==> config.mk <==
export PLATFORM = sky130hd
export DESIGN_NAME = mem_port_arbiter_flat
export DESIGN_NICKNAME = d
export VERILOG_FILES = /design/src/rtl/mem_port_arbiter_pkg.sv /design/src/rtl/mem_port_arbiter_if.sv /design/src/rtl/mem_port_arbiter_rr_pick.sv /design/src/rtl/mem_port_arbiter.sv /design/src/flat_wrapper.sv
export SDC_FILE = /design/constraint.sdc
export NUM_CORES = 1
export LEC_CHECK = 0
export ABC_AREA = 1
export CORE_MARGIN = 1
export CORE_UTILIZATION = 55
export DETAILED_ROUTE_END_ITERATION = 12
export DONT_BUFFER_PORTS = 1
export GPL_ROUTABILITY_DRIVEN = 1
export GPL_TIMING_DRIVEN = 0
export MAX_ROUTING_LAYER = met4
export PLACE_DENSITY = 0.77
export SYNTH_ARGS = -nofsm -noshare
export SYNTH_HDL_FRONTEND = slang
export SYNTH_SLANG_ARGS = --single-unit
==> constraint.sdc <==
create_clock -name clk -period 1.8 [get_ports clk]
set_clock_uncertainty 0.1 [all_clocks]
set_input_delay 0.54 -clock clk [delete_from_list [all_inputs] [get_ports clk]]
set_output_delay 0.54 -clock clk [all_outputs]
set_load 0.02 [all_outputs]
==> src/rtl/mem_port_arbiter_pkg.sv <==
// arb_pkg: shared types and constants for the memory port arbiter.
//   arb_state_e : FSM encoding for IDLE / ACCESS / RESP
//   OWN_CPU / OWN_DMA : requester identifiers used for owner and grant_id
//   CNT_W : width of the access-latency counter (enough for MEM_LAT up to 15)
package arb_pkg;

  typedef enum logic [1:0] {
    IDLE   = 2'd0,
    ACCESS = 2'd1,
    RESP   = 2'd2
  } arb_state_e;

  localparam logic OWN_CPU = 1'b0;
  localparam logic OWN_DMA = 1'b1;

  localparam int CNT_W = 4;

endpackage

==> src/rtl/mem_port_arbiter_if.sv <==
// mem_port_arbiter_if: bundles the CPU request channel, the DMA request channel
// and the memory-side signals of the arbiter.
//   slave  : the arbiter's view (takes requests and mem_in; drives strobes,
//            address/data, read data, acks, busy and owner)
//   master : the surrounding system's view (CPU, DMA and the memory block)
interface mem_port_arbiter_if #(
  parameter int AW = 16,
  parameter int DW = 16
);
  logic          cpu_req;
  logic          cpu_we;
  logic [AW-1:0] cpu_addr;
  logic [DW-1:0] cpu_wdata;
  logic [DW-1:0] cpu_rdata;
  logic          cpu_ack;

  logic          dma_req;
  logic          dma_we;
  logic [AW-1:0] dma_addr;
  logic [DW-1:0] dma_wdata;
  logic [DW-1:0] dma_rdata;
  logic          dma_ack;

  logic          read;
  logic          write;
  logic [AW-1:0] address;
  logic [DW-1:0] mem_out;
  logic [DW-1:0] mem_in;

  logic          busy;
  logic          owner;

  modport slave (
    input  cpu_req, cpu_we, cpu_addr, cpu_wdata,
    input  dma_req, dma_we, dma_addr, dma_wdata,
    input  mem_in,
    output cpu_rdata, cpu_ack, dma_rdata, dma_ack,
    output read, write, address, mem_out, busy, owner
  );

  modport master (
    output cpu_req, cpu_we, cpu_addr, cpu_wdata,
    output dma_req, dma_we, dma_addr, dma_wdata,
    output mem_in,
    input  cpu_rdata, cpu_ack, dma_rdata, dma_ack,
    input  read, write, address, mem_out, busy, owner
  );
endinterface

==> src/rtl/mem_port_arbiter_rr_pick.sv <==
// arb_rr_pick: combinational tie-breaker for the two requesters.
//   cpu_req, dma_req : current request levels
//   last_owner       : most recent grantee (OWN_CPU / OWN_DMA)
//   grant_valid      : at least one request is present
//   grant_id         : requester to grant (meaningful only with grant_valid)
// FIXED_PRIO=1 makes the CPU win every tie; otherwise a tie goes to whoever
// was not served last, which yields strict alternation under full load.
module arb_rr_pick
  import arb_pkg::*;
#(
  parameter int FIXED_PRIO = 0
) (
  input  logic cpu_req,
  input  logic dma_req,
  input  logic last_owner,
  output logic grant_valid,
  output logic grant_id
);

  // NOTE: every output gets a default before the branches so no latch is inferred.
  always_comb begin
    grant_valid = cpu_req | dma_req;
    grant_id    = OWN_CPU;
    if (cpu_req && dma_req) begin
      grant_id = (FIXED_PRIO != 0) ? OWN_CPU : ~last_owner;
    end else if (dma_req) begin
      grant_id = OWN_DMA;
    end
  end

endmodule

==> src/rtl/mem_port_arbiter.sv <==
// mem_port_arbiter: shares one memory port between the CPU and the DMA/loader.
//   clk   : system clock, all state changes on the rising edge
//   rst_b : synchronous reset, active-high
//   bus   : request channels, memory strobes/address/data, acks, busy, owner
// A grant in IDLE latches the grantee's address, write data and direction;
// ACCESS holds the strobe for exactly MEM_LAT cycles (MEM_LAT in 1..15), a read
// captures mem_in in the final strobe cycle, and RESP pulses the owner's ack.
module mem_port_arbiter
  import arb_pkg::*;
#(
  parameter int MEM_LAT    = 1,
  parameter int FIXED_PRIO = 0,
  parameter int AW         = 16,
  parameter int DW         = 16
) (
  input logic             clk,
  input logic             rst_b,
  mem_port_arbiter_if.slave bus
);

  arb_state_e       state_q, state_d;
  logic [CNT_W-1:0] cnt_q;
  logic             dir_q;      // 1 = write
  logic             owner_q;    // doubles as last_owner for the tie-breaker
  logic [AW-1:0]    addr_q;
  logic [DW-1:0]    wdata_q;
  logic [DW-1:0]    cpu_rdata_q;
  logic [DW-1:0]    dma_rdata_q;
  logic             grant_valid;
  logic             grant_id;

  arb_rr_pick #(.FIXED_PRIO(FIXED_PRIO)) u_pick (
    .cpu_req     (bus.cpu_req),
    .dma_req     (bus.dma_req),
    .last_owner  (owner_q),
    .grant_valid (grant_valid),
    .grant_id    (grant_id)
  );

  // State register.
  // NOTE: sequential state uses non-blocking assignments so every flop samples pre-edge values.
  always_ff @(posedge clk) begin
    if (rst_b) state_q <= IDLE;
    else       state_q <= state_d;
  end

  // Next-state logic.
  always_comb begin
    state_d = state_q;
    unique case (state_q)
      IDLE:    if (grant_valid) state_d = ACCESS;
      ACCESS:  if (cnt_q == '0) state_d = RESP;
      RESP:    state_d = IDLE;
      default: state_d = IDLE;
    endcase
  end

  // Grant latches, latency counter and read-data capture. The counter is
  // loaded with MEM_LAT-1 and only decremented while non-zero, so MEM_LAT=1
  // leaves ACCESS after a single cycle without wrapping.
  always_ff @(posedge clk) begin
    if (rst_b) begin
      cnt_q       <= '0;
      dir_q       <= 1'b0;
      owner_q     <= OWN_DMA;
      addr_q      <= '0;
      wdata_q     <= '0;
      cpu_rdata_q <= '0;
      dma_rdata_q <= '0;
    end else begin
      if (state_q == IDLE && grant_valid) begin
        owner_q <= grant_id;
        cnt_q   <= CNT_W'(MEM_LAT - 1);
        if (grant_id == OWN_DMA) begin
          addr_q  <= bus.dma_addr;
          wdata_q <= bus.dma_wdata;
          dir_q   <= bus.dma_we;
        end else begin
          addr_q  <= bus.cpu_addr;
          wdata_q <= bus.cpu_wdata;
          dir_q   <= bus.cpu_we;
        end
      end else if (state_q == ACCESS) begin
        if (cnt_q != '0) begin
          cnt_q <= cnt_q - CNT_W'(1);
        end else if (!dir_q) begin
          if (owner_q == OWN_DMA) dma_rdata_q <= bus.mem_in;
          else                    cpu_rdata_q <= bus.mem_in;
        end
      end
    end
  end

  // Output logic: strobes only in ACCESS, ack only in RESP.
  always_comb begin
    bus.read    = 1'b0;
    bus.write   = 1'b0;
    bus.cpu_ack = 1'b0;
    bus.dma_ack = 1'b0;
    unique case (state_q)
      ACCESS: begin
        bus.read  = ~dir_q;
        bus.write = dir_q;
      end
      RESP: begin
        if (owner_q == OWN_DMA) bus.dma_ack = 1'b1;
        else                    bus.cpu_ack = 1'b1;
      end
      default: ;
    endcase
  end

  assign bus.address   = addr_q;
  assign bus.mem_out   = wdata_q;
  assign bus.cpu_rdata = cpu_rdata_q;
  assign bus.dma_rdata = dma_rdata_q;
  assign bus.busy      = (state_q != IDLE);
  assign bus.owner     = owner_q;

endmodule

==> src/flat_wrapper.sv <==
// flat-port wrapper written by rule: the top's interface ports become plain ports
module mem_port_arbiter_flat import arb_pkg::*;
#(
  parameter int MEM_LAT    = 1,
  parameter int FIXED_PRIO = 0,
  parameter int AW         = 16,
  parameter int DW         = 16
)
  (clk, rst_b, bus_cpu_req, bus_cpu_we, bus_cpu_addr, bus_cpu_wdata, bus_dma_req, bus_dma_we, bus_dma_addr, bus_dma_wdata, bus_mem_in, bus_cpu_rdata, bus_cpu_ack, bus_dma_rdata, bus_dma_ack, bus_read, bus_write, bus_address, bus_mem_out, bus_busy, bus_owner);
  mem_port_arbiter_if #(.AW(AW), .DW(DW)) bus_i ();
  input logic clk;
  input logic rst_b;
  input wire logic [$bits(bus_i.cpu_req)-1:0] bus_cpu_req;
  input wire logic [$bits(bus_i.cpu_we)-1:0] bus_cpu_we;
  input wire logic [$bits(bus_i.cpu_addr)-1:0] bus_cpu_addr;
  input wire logic [$bits(bus_i.cpu_wdata)-1:0] bus_cpu_wdata;
  input wire logic [$bits(bus_i.dma_req)-1:0] bus_dma_req;
  input wire logic [$bits(bus_i.dma_we)-1:0] bus_dma_we;
  input wire logic [$bits(bus_i.dma_addr)-1:0] bus_dma_addr;
  input wire logic [$bits(bus_i.dma_wdata)-1:0] bus_dma_wdata;
  input wire logic [$bits(bus_i.mem_in)-1:0] bus_mem_in;
  output wire logic [$bits(bus_i.cpu_rdata)-1:0] bus_cpu_rdata;
  output wire logic [$bits(bus_i.cpu_ack)-1:0] bus_cpu_ack;
  output wire logic [$bits(bus_i.dma_rdata)-1:0] bus_dma_rdata;
  output wire logic [$bits(bus_i.dma_ack)-1:0] bus_dma_ack;
  output wire logic [$bits(bus_i.read)-1:0] bus_read;
  output wire logic [$bits(bus_i.write)-1:0] bus_write;
  output wire logic [$bits(bus_i.address)-1:0] bus_address;
  output wire logic [$bits(bus_i.mem_out)-1:0] bus_mem_out;
  output wire logic [$bits(bus_i.busy)-1:0] bus_busy;
  output wire logic [$bits(bus_i.owner)-1:0] bus_owner;
  assign bus_i.cpu_req = bus_cpu_req;
  assign bus_i.cpu_we = bus_cpu_we;
  assign bus_i.cpu_addr = bus_cpu_addr;
  assign bus_i.cpu_wdata = bus_cpu_wdata;
  assign bus_i.dma_req = bus_dma_req;
  assign bus_i.dma_we = bus_dma_we;
  assign bus_i.dma_addr = bus_dma_addr;
  assign bus_i.dma_wdata = bus_dma_wdata;
  assign bus_i.mem_in = bus_mem_in;
  assign bus_cpu_rdata = bus_i.cpu_rdata;
  assign bus_cpu_ack = bus_i.cpu_ack;
  assign bus_dma_rdata = bus_i.dma_rdata;
  assign bus_dma_ack = bus_i.dma_ack;
  assign bus_read = bus_i.read;
  assign bus_write = bus_i.write;
  assign bus_address = bus_i.address;
  assign bus_mem_out = bus_i.mem_out;
  assign bus_busy = bus_i.busy;
  assign bus_owner = bus_i.owner;
  mem_port_arbiter #(.MEM_LAT(MEM_LAT), .FIXED_PRIO(FIXED_PRIO), .AW(AW), .DW(DW)) u_core (.clk(clk), .rst_b(rst_b), .bus(bus_i));
endmodule
After elaboration in Yosys (flattened, before gate mapping)
Cells that the tools add are included.
Operators by class
  eq/ne operators: 4
  reductions and logical operators: 11
  bitwise logic cells: 5
  add/sub/neg operators: 1
  mux-type cells: 14
Operators with widths (number)
  $mux W16: 2
  $reduce_and A5 Y1: 2
  $mux W1: 9
  $logic_not A4 Y1: 1
  $mux W2: 2
  $ne A2 B1 Y1 const B: 2
  $not A1 Y1: 4
  $pmux W2 S2: 1
  $reduce_and A2 Y1: 2
  $reduce_bool A4 Y1: 1
  $sub A4 B1 Y4 const B: 1
  $eq A2 B1 Y1 const B: 1
  $eq A2 B2 Y1 const B: 1
  $logic_and A1 B1 Y1: 2
  $logic_not A2 Y1: 1
  $reduce_bool A2 Y1: 1
  $reduce_or A2 Y1: 1
  $or A1 B1 Y1: 1
Storage, ports and cells
  register bits after elaboration: 72

Longest topological paths before layout
Gate-level depths: netlist of the first run.
  depth in word-level cells: 4
  gate-level depth with buffers: 8

By module
A second synthesis of the first run with hierarchy kept.
Second synthesis, totals
  cells, all modules: 499
  area, all modules: 3313.2 µm²
Modules (own cells, without submodules)
  mem_port_arbiter: area each 3298.2 µm², cells each 496, instances 1, seq. area each 1441.4 µm²
  arb_rr_pick: area each 15.0 µm², cells each 3, instances 1, seq. area each 0.0 µm²

Least setup slack after synthesis of the first run
OpenSTA, ideal clock, no wires.
  kind: register to output
  start point: register u_core.owner_q, in the netlist u_core.bus.owner
  end point: output bus_dma_ack
  cell stages (with the launch flop): 5
  data arrival time: 1.407 ns
  path buffers: 2
  required time: 1.160 ns
  path slack: -0.247 ns
  cell sequence: dfxtp_1 -> buf_6 -> clkinv_1 -> clkbuf_1 -> nor3_1
On the way
  longest elaborated chain between the ends: 2
RTL lines
  start: declaration: line mem_port_arbiter.sv:24  | logic owner_q;
  start signal: assignment: line mem_port_arbiter.sv:72  | owner_q <= grant_id;
  $mux W1: line mem_port_arbiter.sv:106  | if (owner_q == OWN_DMA) bus.dma_ack = 1'b1;
  $mux W1: line mem_port_arbiter.sv:100  | unique case (state_q)
  end: declaration: line flat_wrapper.sv:25  | output wire logic [$bits(bus_i.dma_ack)-1:0] bus_dma_ack;
No other way between the ends.

Worst setup path in the final report of the first run
  start point: register u_core.owner_q, in the netlist u_core.bus.owner
  end point: output bus_cpu_ack
On the way
  longest elaborated chain between the ends: 2
RTL lines
  $mux W1: line mem_port_arbiter.sv:106
  $mux W1: line mem_port_arbiter.sv:100
  end: declaration: line flat_wrapper.sv:23  | output wire logic [$bits(bus_i.cpu_ack)-1:0] bus_cpu_ack;
No other way between the ends.

==> out/results.txt, run 1 <==
final worst-path cycle share - 103.6%
H-tree level count - 3
Worst EP arrival - 1220 ps
most used routing layer - met2
die extent in y - 80.62 um
Clock Sink Count - 72
CTS tree - built
CTS hold repair buffers - 0
WP buf/inv - 2
number of buffers added on ports - 0
Synth area leader - dfxtp_1
worst hold slack - 155.4 ps
Core ar. - 5956 um2
Cell Chain, Critical Path - buf_6 -> buf_8 -> nor3_4
clock latency at the later pin of the worst-skew pair - 330 ps
Nets - 565
Syn Nets - 549
endpoints failing setup - 1
failing checks - negative setup slack
HP Class - primary input to flip-flop
WP depth - 3
worst r2r src - u_core.bus.owner$_SDFFE_PP1P_
CP Max Fanout - 4
Antenna Cells - 0
Slew Limit Fails - 0
Area Overhead vs Synth - 11.48%
Peak VDD IR - 0.0005641 V
Num CTS Buffers - 9
DRC - 0
Root Driver - clkbuf_8
placed wire-length estimate - 5775 um
Reg clk slew, reported paths - 70 ps
FF+latch count, synth - 72
die area - 6500 um2
pwr dens - 1045 nW/um2
critical path launch point type - flip-flop
Synth area leaders - dfxtp_1 42%, nand2_1 12%, o21ai_2 7.7%
DRT antenna net count - 0
Synth Cell Area - 3400 um2
sequential area share after synthesis - 42.40%
Core Rows - 28
outcome - finished, violations left
DRT Wirelength - 7784 um
vias in the first global route - 2651
Synth Instances - 462
leakage - 1.592 nW
worst r2r path cells - 8
post-route worst setup slack - -64.06 ps
via count - 2934
Max Cap Violations - 0
placed insts - 537
IO Count - 156
worst setup path startpoint - u_core.bus.owner$_SDFFE_PP1P_
routed len/inst - 13.97 um
Die X-Extent - 80.62 um
layout cell share with drive strength beyond 1 - 23.65%
RSZ-0062 raised after global routing - yes
Total GRT Usage - 24.20%
CP Class - flip-flop to output port
largest net degree at the start of global routing - 12
Final min period - 1864 ps
Initial Util - 57.08%
share of the synthesized area in the top cell type - 42.40%
end of the critical path - bus_cpu_ack
# fillers - 537
CTS Buffer Depth - 2
yosys warns - 0
Yosys cell types - 25
max incr delay on CP - 370 ps
first-pass GRT wire length - 11760 um
DRT iter0 DRCs - 79
Non-Filler Instances - 557
worst slew pin tran - 444.7 ps
Crit. End Element - output port
Slew HR - 70.35%
Post-Syn Area per Cell - 7.358 um2
GR Util met1 - 27.13%
total grt overflow - 0
M3 GR Usage - 6.250%
GRT met2 Usage - 40.25%
Fmax achieved - 0.5365 GHz
Routability Congestion - 0.8390
initial antenna violation count - 0
Final Hold Viols - 0
Worst R2R Setup Slack - 130 ps
worst reg2reg endpoint - u_core.bus.mem_out[7]$_SDFFE_PP0P_
Vias/cell - 5.268
required time of the critical path - 1160 ps
drt pass-1 iters - 5
Top delay family on crit path - flip-flops
slowest stage cell, crit path - dfxtp_4
[per-layer routing]
| layer | up-vias | wire, um |
|---|---|---|
| li1 | 1485 | - |
| met1 | 1312 | 3240 |
| met2 | 126 | 3885 |
| met3 | 11 | 530 |
| met4 | 0 | 129 |
| met5 | - | 0 |
[layout make-up]
| class | count | area, um2 | area share [%] |
|---|---|---|---|
| buffer | 27 | 205.2 | 5.414 |
| clock buffer | 11 | 141.4 | 3.731 |
| clock inverter | 4 | 45.04 | 1.189 |
| inverter | 30 | 120.1 | 3.169 |
| multi-input combinational | 332 | 1690 | 44.60 |
| sequential | 72 | 1449 | 38.23 |
| tap | 75 | 93.84 | 2.476 |
| timing repair buffer | 6 | 45.04 | 1.189 |
[cells by family after synthesis]
kind of cell	synth area share (%)
simple gates	33.71
compound gates	14.21
flops	42.40
buf+inv	9.054
xor+xnor	0.2577
fa+ha+maj	0.3680
[cells in the mapped netlist]
library cell  number
nand2_1          111
nor2_4             1
nand3_1           34
inv_2              1
o21ai_1            1
or2_0              6
xor2_1             1
a21oi_1           38
clkinv_1           1
nand3_2            1
o21ai_2           30
ha_1               1
buf_2              3
nor2_1            67
inv_1             28
clkbuf_1          12
nand2_2            2
nor3_1             3
buf_6             10
o21ai_0            5
nor2_2             3
or2_2             26
buf_4              3
dfxtp_1           72
nor2_8             2
[cells in the final DEF (no fill, tap or decap), drive strengths merged]
master,netlist,final
clkbuf,12,21
nor3,3,3
xor2,1,1
clkinv,1,4
bufinv,0,1
a21oi,38,38
inv,29,29
o21ai,36,36
buf,16,23
nand3,35,35
dfxtp,72,72
ha,1,1
nand2,113,113
or2,32,32
nor2,73,73
[flip-flops by register name, indices dropped and copies added (netlist names)]
name and cells:
u_core.state_q 2, u_core.bus.mem_out 16, u_core.bus.cpu_rdata 16, u_core.bus.owner 1
u_core.bus.address 16, u_core.dir_q 1, u_core.cnt_q 4, u_core.bus.dma_rdata 16
[stage by stage]
stage / TNS [ps] / area (um2) / setup slack (ps) / power, W / utilization (%)
5_1_grt: -152.8 / 3790 / -114.2 / 0.004149 / 63.63
3_3_place_gp: -232.6 / 3510 / -196.9 / 0.002688 / 58.93
3_5_place_dp: -238.9 / 3510 / -201.8 / 0.002709 / 58.93
2_1_floorplan: -27.65 / 3416 / -27.65 / 0.002568 / -
4_1_cts: -296.2 / 3775 / -160.7 / 0.003975 / 63.38
6_report: -64.06 / 3790 / -64.06 / 0.003960 / 63.63
[repair_timing]
action | in CTS | in global routing
buffers inserted | 4 | 2
pin swaps | 2 | 3
endpoints found under the setup margin | 4 | 10
resized for setup | 16 | 11
cloned | 0 | 0
[power breakdown]
group / internal, W / switching, W
combinational: 0.000271 / 0.000411
clock: 0.000664 / 0.000577
sequential: 0.00175 / 0.000290
[how the worst min path moves through the flow]
stage	from	to	slack, ps	cells past startpoint
2_1_floorplan	u_core.dir_q$_SDFFE_PP0P_	u_core.dir_q$_SDFFE_PP0P_	330	2
3_3_place_gp	u_core.cnt_q[0]$_SDFFE_PP0P_	u_core.cnt_q[0]$_SDFFE_PP0P_	350	2
3_5_place_dp	u_core.dir_q$_SDFFE_PP0P_	u_core.dir_q$_SDFFE_PP0P_	360	2
4_1_cts	rst_b	u_core.state_q[0]$_SDFFE_PP0P_	140	1
5_1_grt	rst_b	u_core.state_q[0]$_SDFFE_PP0P_	130	1
6_report	rst_b	u_core.state_q[0]$_SDFFE_PP0P_	160	1
Power figures use the tool's default switching activity.
==> run 2: changes to the inputs <==
Settings changed: SETUP_SLACK_MARGIN set to 0.15, SLEW_MARGIN set to 20.
==> run 2 against run 1 <==
  * The flow still finishes with violations (negative setup slack)
  * Via count up 3.0%
  * Sequential power about the same
  * Clock power about the same
  * First-iteration DRC count up 10%
  * Largest cell class unchanged
==> out/results.txt, run 2 (synthesis gave the netlist of run 1 again) <==
failing checks - negative setup slack
Fmax achieved - 0.5217 GHz
Internal - 0.002693 W
die extent in y - 80.62 um
Final min period - 1917 ps
clock latency at the later pin of the worst-skew pair - 340 ps
most frequent cells in the layout - 110 x nand2_1, 69 x dfxtp_1, 66 x nor2_1, 38 x a21oi_1, 34 x nand3_1
vias in the first global route - 2787
die area - 6500 um2
Crit. End Element - output port
required time of the critical path - 1160 ps
CTS Buffer Depth - 2
placed wire-length estimate - 5806 um
sw power - 0.001325 W
RSZ-0062 raised after global routing - yes
Antenna Cells - 0
Vias/cell - 5.350
Core Rows - 28
Core ar. - 5956 um2
Worst EP arrival - 1280 ps
endpoints failing setup - 2
Final Hold Viols - 0
Comb pwr share - 18.5%
Area Overhead vs Synth - 15.53%
DRC - 0
worst reg2reg endpoint - u_core.bus.address[5]$_SDFFE_PP0P_
drt pass-1 iters - 6
Slew HR - 67.36%
Nets - 573
Reg clk slew, reported paths - 80 ps
DRT antenna net count - 0
worst slew pin tran - 489.6 ps
Total GRT Usage - 25.33%
IO Count - 156
worst hold slack - 146.2 ps
Hold Path Depth - 1
largest net degree at the start of global routing - 13
Worst R2R Setup Slack - 240 ps
critical path launch point type - flip-flop
total grt overflow - 0
layout cell share with drive strength beyond 1 - 25.92%
final worst-path cycle share - 106.5%
Initial Util - 57.08%
initial antenna violation count - 0
CP Max Fanout - 4
commonest non-fill, non-tap cell in the layout - nand2_1
Clk pwr share - 30.7%
CTS tree - built
worst r2r src - u_core.state_q[1]$_SDFFE_PP0P_
Slew Limit Fails - 0
routed len/inst - 14.37 um
post-route worst setup slack - -116.9 ps
Max Cap Violations - 0
HP Class - primary input to flip-flop
Die X-Extent - 80.62 um
Switching Share - 32.98%
CTS hold repair buffers - 0
Root Driver - clkbuf_8
CP Class - flip-flop to output port
leakage - 1.638 nW
Flop pwr share - 50.8%
pwr dens - 1023 nW/um2
Num CTS Buffers - 9
via count - 3023
worst r2r path cells - 8
Clock Sink Count - 72
H-tree level count - 3
outcome - finished, violations left
Routability Congestion - 0.7848
Pwr Total - 0.004018 W
first-pass GRT wire length - 12160 um
hold_sp - rst_b
DRT iter0 DRCs - 87
DRT Wirelength - 8119 um
Peak VDD IR - 0.0006225 V
number of buffers added on ports - 0
hold worst-path end - u_core.state_q[0]$_SDFFE_PP0P_
[run 2: cell count changes in the layout (fill, tap and decap cells not counted), moves of 2 or more]
cell / delta
nor2_4: +2
nand2_2: -2
buf_4: +2
nand2_4: +2
inv_1: -2
clkinvlp_4: +2
clkbuf_1: -2
buf_6: +3
clkinv_2: -2
[run 2: critical path, cell delays in order, from the launching register on]
cell and delay [ps]:
dfxtp_4 390, buf_8 140, clkinv_8 50, clkbuf_16 130, nor3_4 220
[run 2: final cells by class]
cell class,count,area (um2)
fillers,551,2028
clock inverters,5,58.81
inverters,30,135.1
flip-flops and latches,72,1453
clock buffers,10,127.6
multi-input cells,333,1719
well taps,75,93.84
repair buffers,12,93.84
plain buffers,28,246.5
[run 2: worst max path at each step]
stage,from,cells after the start,end
2_1_floorplan,u_core.bus.owner$_SDFFE_PP1P_,4,bus_dma_ack
3_3_place_gp,u_core.bus.owner$_SDFFE_PP1P_,4,bus_dma_ack
3_5_place_dp,u_core.bus.owner$_SDFFE_PP1P_,3,bus_cpu_ack
4_1_cts,u_core.bus.owner$_SDFFE_PP1P_,4,bus_dma_ack
5_1_grt,u_core.bus.owner$_SDFFE_PP1P_,4,bus_dma_ack
6_report,u_core.bus.owner$_SDFFE_PP1P_,4,bus_dma_ack
[run 2: timing repair]
action	in CTS	in global routing
endpoints found under the setup margin	5	37
buffers inserted	8	4
resized for setup	22	19
pin swaps	4	7
gates cloned	0	1
endpoints found under the hold margin	0	0
[run 2: power by group through the flow]
stage	Clock [W]	Sequential [W]	Combinational, W
finish	0.00123	0.00204	0.000743
global route	0.00132	0.00206	0.000827
CTS	0.00126	0.00204	0.000708
detailed placement	0	0.00207	0.000648
global placement	0	0.00207	0.000631
floorplan	0	0.00204	0.000537
[run 2: layer usage]
| layer | vias to the layer above | wire (um) | GRT usage [%] |
|---|---|---|---|
| li1 | 1504 | - | - |
| met1 | 1372 | 3252 | 25.93 |
| met2 | 137 | 4093 | 44.75 |
| met3 | 10 | 669 | 9.205 |
| met4 | 0 | 104 | 8.214 |
| met5 | - | 0 | - |
[run 2: per-stage QoR]
stage	worst slack [ps]	utilization [%]	instances	setup TNS, ps	area, um2
5_1_grt	-159.8	65.95	565	-291.9	3928
3_3_place_gp	66.32	59.24	537	0	3528
4_1_cts	-137.6	64.60	560	-255.3	3847
3_5_place_dp	47.85	59.24	537	0	3528
6_report	-116.9	65.95	565	-205.2	3928
2_1_floorplan	148.2	-	462	0	3435
==> run 3: changes to the inputs <==
Settings changed: CORE_UTILIZATION 55 to 40, PLACE_DENSITY 0.77 to 0.61.
==> run 3 against run 2 <==
  * The run still ends with negative setup slack left
  * Clock power decreased by 11%
  * Combinational power increased by 1%
  * Maximum frequency decreased by 0.84%
  * Register-to-register slack got worse by 30 ps
  * Die area increased by 36%
  * Design area increased by 1.1%
  * First-iteration DRC count decreased by 5.7%
  * Sequential cell count unchanged
  * Critical endpoint unchanged
  * Highest routed layer unchanged
==> out/results.txt, run 3 (synthesis gave the netlist of run 1 again) <==
outcome - finished, violations left
failing checks - negative setup slack
Core Rows - 33
GR Util met1 - 21.68%
Vias/cell - 5.061
hold worst-path end - u_core.state_q[0]$_SDFFE_PP0P_
number of buffers added on ports - 0
Crit. End Element - output port
required time of the critical path - 1160 ps
Reg clk slew, reported paths - 70 ps
CTS hold repair buffers - 0
sequential cell area - 1454 um2
worst reg2reg endpoint - u_core.bus.address[9]$_SDFFE_PP0P_
M3 GR Usage - 7.362%
commonest non-fill, non-tap cell in the layout - nand2_1
CTS tree - built
Slew Limit Fails - 0
most frequent cells in the layout - 106 x nand2_1, 68 x dfxtp_1, 65 x nor2_1, 38 x a21oi_1, 34 x nand3_1
drt pass-1 iters - 5
Pwr Total - 0.003889 W
layout cell share with drive strength beyond 1 - 26.69%
critical path launch point type - flip-flop
Slew HR - 67.43%
Hold Path Depth - 1
pwr dens - 979.6 nW/um2
worst slew pin tran - 488.5 ps
CP Class - flip-flop to output port
routed len/inst - 14.74 um
worst r2r path cells - 8
Worst R2R Setup Slack - 210 ps
Peak VDD IR - 0.0004296 V
# fillers - 837
final worst-path cycle share - 107.4%
CP Max Fanout - 4
CTS Buffer Depth - 2
placed wire-length estimate - 6335 um
Total GRT Usage - 19.87%
Routability Congestion - 0.8576
die area - 8872 um2
Die X-Extent - 94.19 um
Antenna Cells - 0
largest net degree at the start of global routing - 11
placed insts - 567
DRT Wirelength - 8726 um
Non-Filler Instances - 592
Core ar. - 8217 um2
Nets - 571
pre-CTS setup slack - 29.66 ps
Final Hold Viols - 0
post-route worst setup slack - -133.0 ps
total grt overflow - 0
most used routing layer - met2
initial antenna violation count - 0
Initial Util - 41.37%
first-pass GRT wire length - 13080 um
Area Overhead vs Synth - 16.78%
DRC - 0
endpoints failing setup - 2
Clock Sink Count - 72
via count - 2996
vias in the first global route - 2793
Root Driver - clkbuf_8
H-tree level count - 3
GRT met2 Usage - 32.55%
Num CTS Buffers - 9
Final min period - 1933 ps
RSZ-0062 raised after global routing - yes
die extent in y - 94.19 um
clock latency at the later pin of the worst-skew pair - 340 ps
IO Count - 156
Max Cap Violations - 0
Layout Utilization - 48.32%
Worst EP arrival - 1290 ps
leakage - 1.640 nW
worst r2r src - u_core.bus.owner$_SDFFE_PP1P_
DRT antenna net count - 0
HP Class - primary input to flip-flop
area occupied by multi-input gates - 1740 um2
DRT iter0 DRCs - 82
hold_sp - rst_b
Fmax achieved - 0.5173 GHz
==> run 3: cell types whose count changed in the layout (fill, tap and decap cells not counted), moves of 2 or more <==
cell / delta
nand2_1: -4
nand2_2: +4
buf_2: -2
buf_6: -2
clkbuf_1: +2
clkbuf_2: -2
clkbuf_8: +2
clkinvlp_4: -2
==> run 3: critical path, stage by stage (launching register included) <==
cell       delay (ps)
dfxtp_4           390
buf_6             130
clkinv_4           50
clkbuf_16         140
nor3_4            240
==> run 3: power breakdown <==
group          switching, W  leakage (nW)  internal (W)
clock network      0.000567        0.0794      0.000523
logic              0.000433         0.968      0.000322
registers          0.000296         0.593       0.00175
==> run 3: stage by stage <==
step / cell area (um2) / hold slack, ps / TNS, ps
after detailed placement: 3566 / 350.8 / 0
final: 3970 / 150.0 / -236.0
after global routing: 3970 / 130.9 / -358.9
after global placement: 3566 / 346.8 / 0
after floorplan: 3435 / 328.3 / 0
after CTS: 3867 / 133.1 / -266.9
==> run 3: layout make-up <==
class,instances,area share [%]
multi-input cells,333,43.84
plain buffers,28,6.807
flip-flops and latches,72,36.62
clock inverters,1,0.1261
repair buffers,10,2.332
well taps,105,3.309
clock buffers,13,3.750
inverters,30,3.215
==> run 3: repair_timing <==
item,4_1_cts,5_1_grt
setup endpoints to repair,5,62
cloned,0,2
buffers inserted,6,3
pin swaps,3,4
gates resized for setup,33,20
endpoints found under the hold margin,0,0
==> run 3: per-layer routing <==
layer | vias to the layer above | part of all wire, %
li1 | 1502 | -
met1 | 1360 | 41
met2 | 117 | 49
met3 | 17 | 8.2
met4 | 0 | 1.6
met5 | - | 0
==> run 3: how the worst max path moves through the flow <==
stage          slack (ps)     endpoint                          start
2_1_floorplan         150  bus_dma_ack  u_core.bus.owner$_SDFFE_PP1P_
3_3_place_gp           20  bus_dma_ack  u_core.bus.owner$_SDFFE_PP1P_
3_5_place_dp           30  bus_dma_ack  u_core.bus.owner$_SDFFE_PP1P_
4_1_cts              -140  bus_dma_ack  u_core.bus.owner$_SDFFE_PP1P_
5_1_grt              -200  bus_dma_ack  u_core.bus.owner$_SDFFE_PP1P_
6_report             -130  bus_dma_ack  u_core.bus.owner$_SDFFE_PP1P_
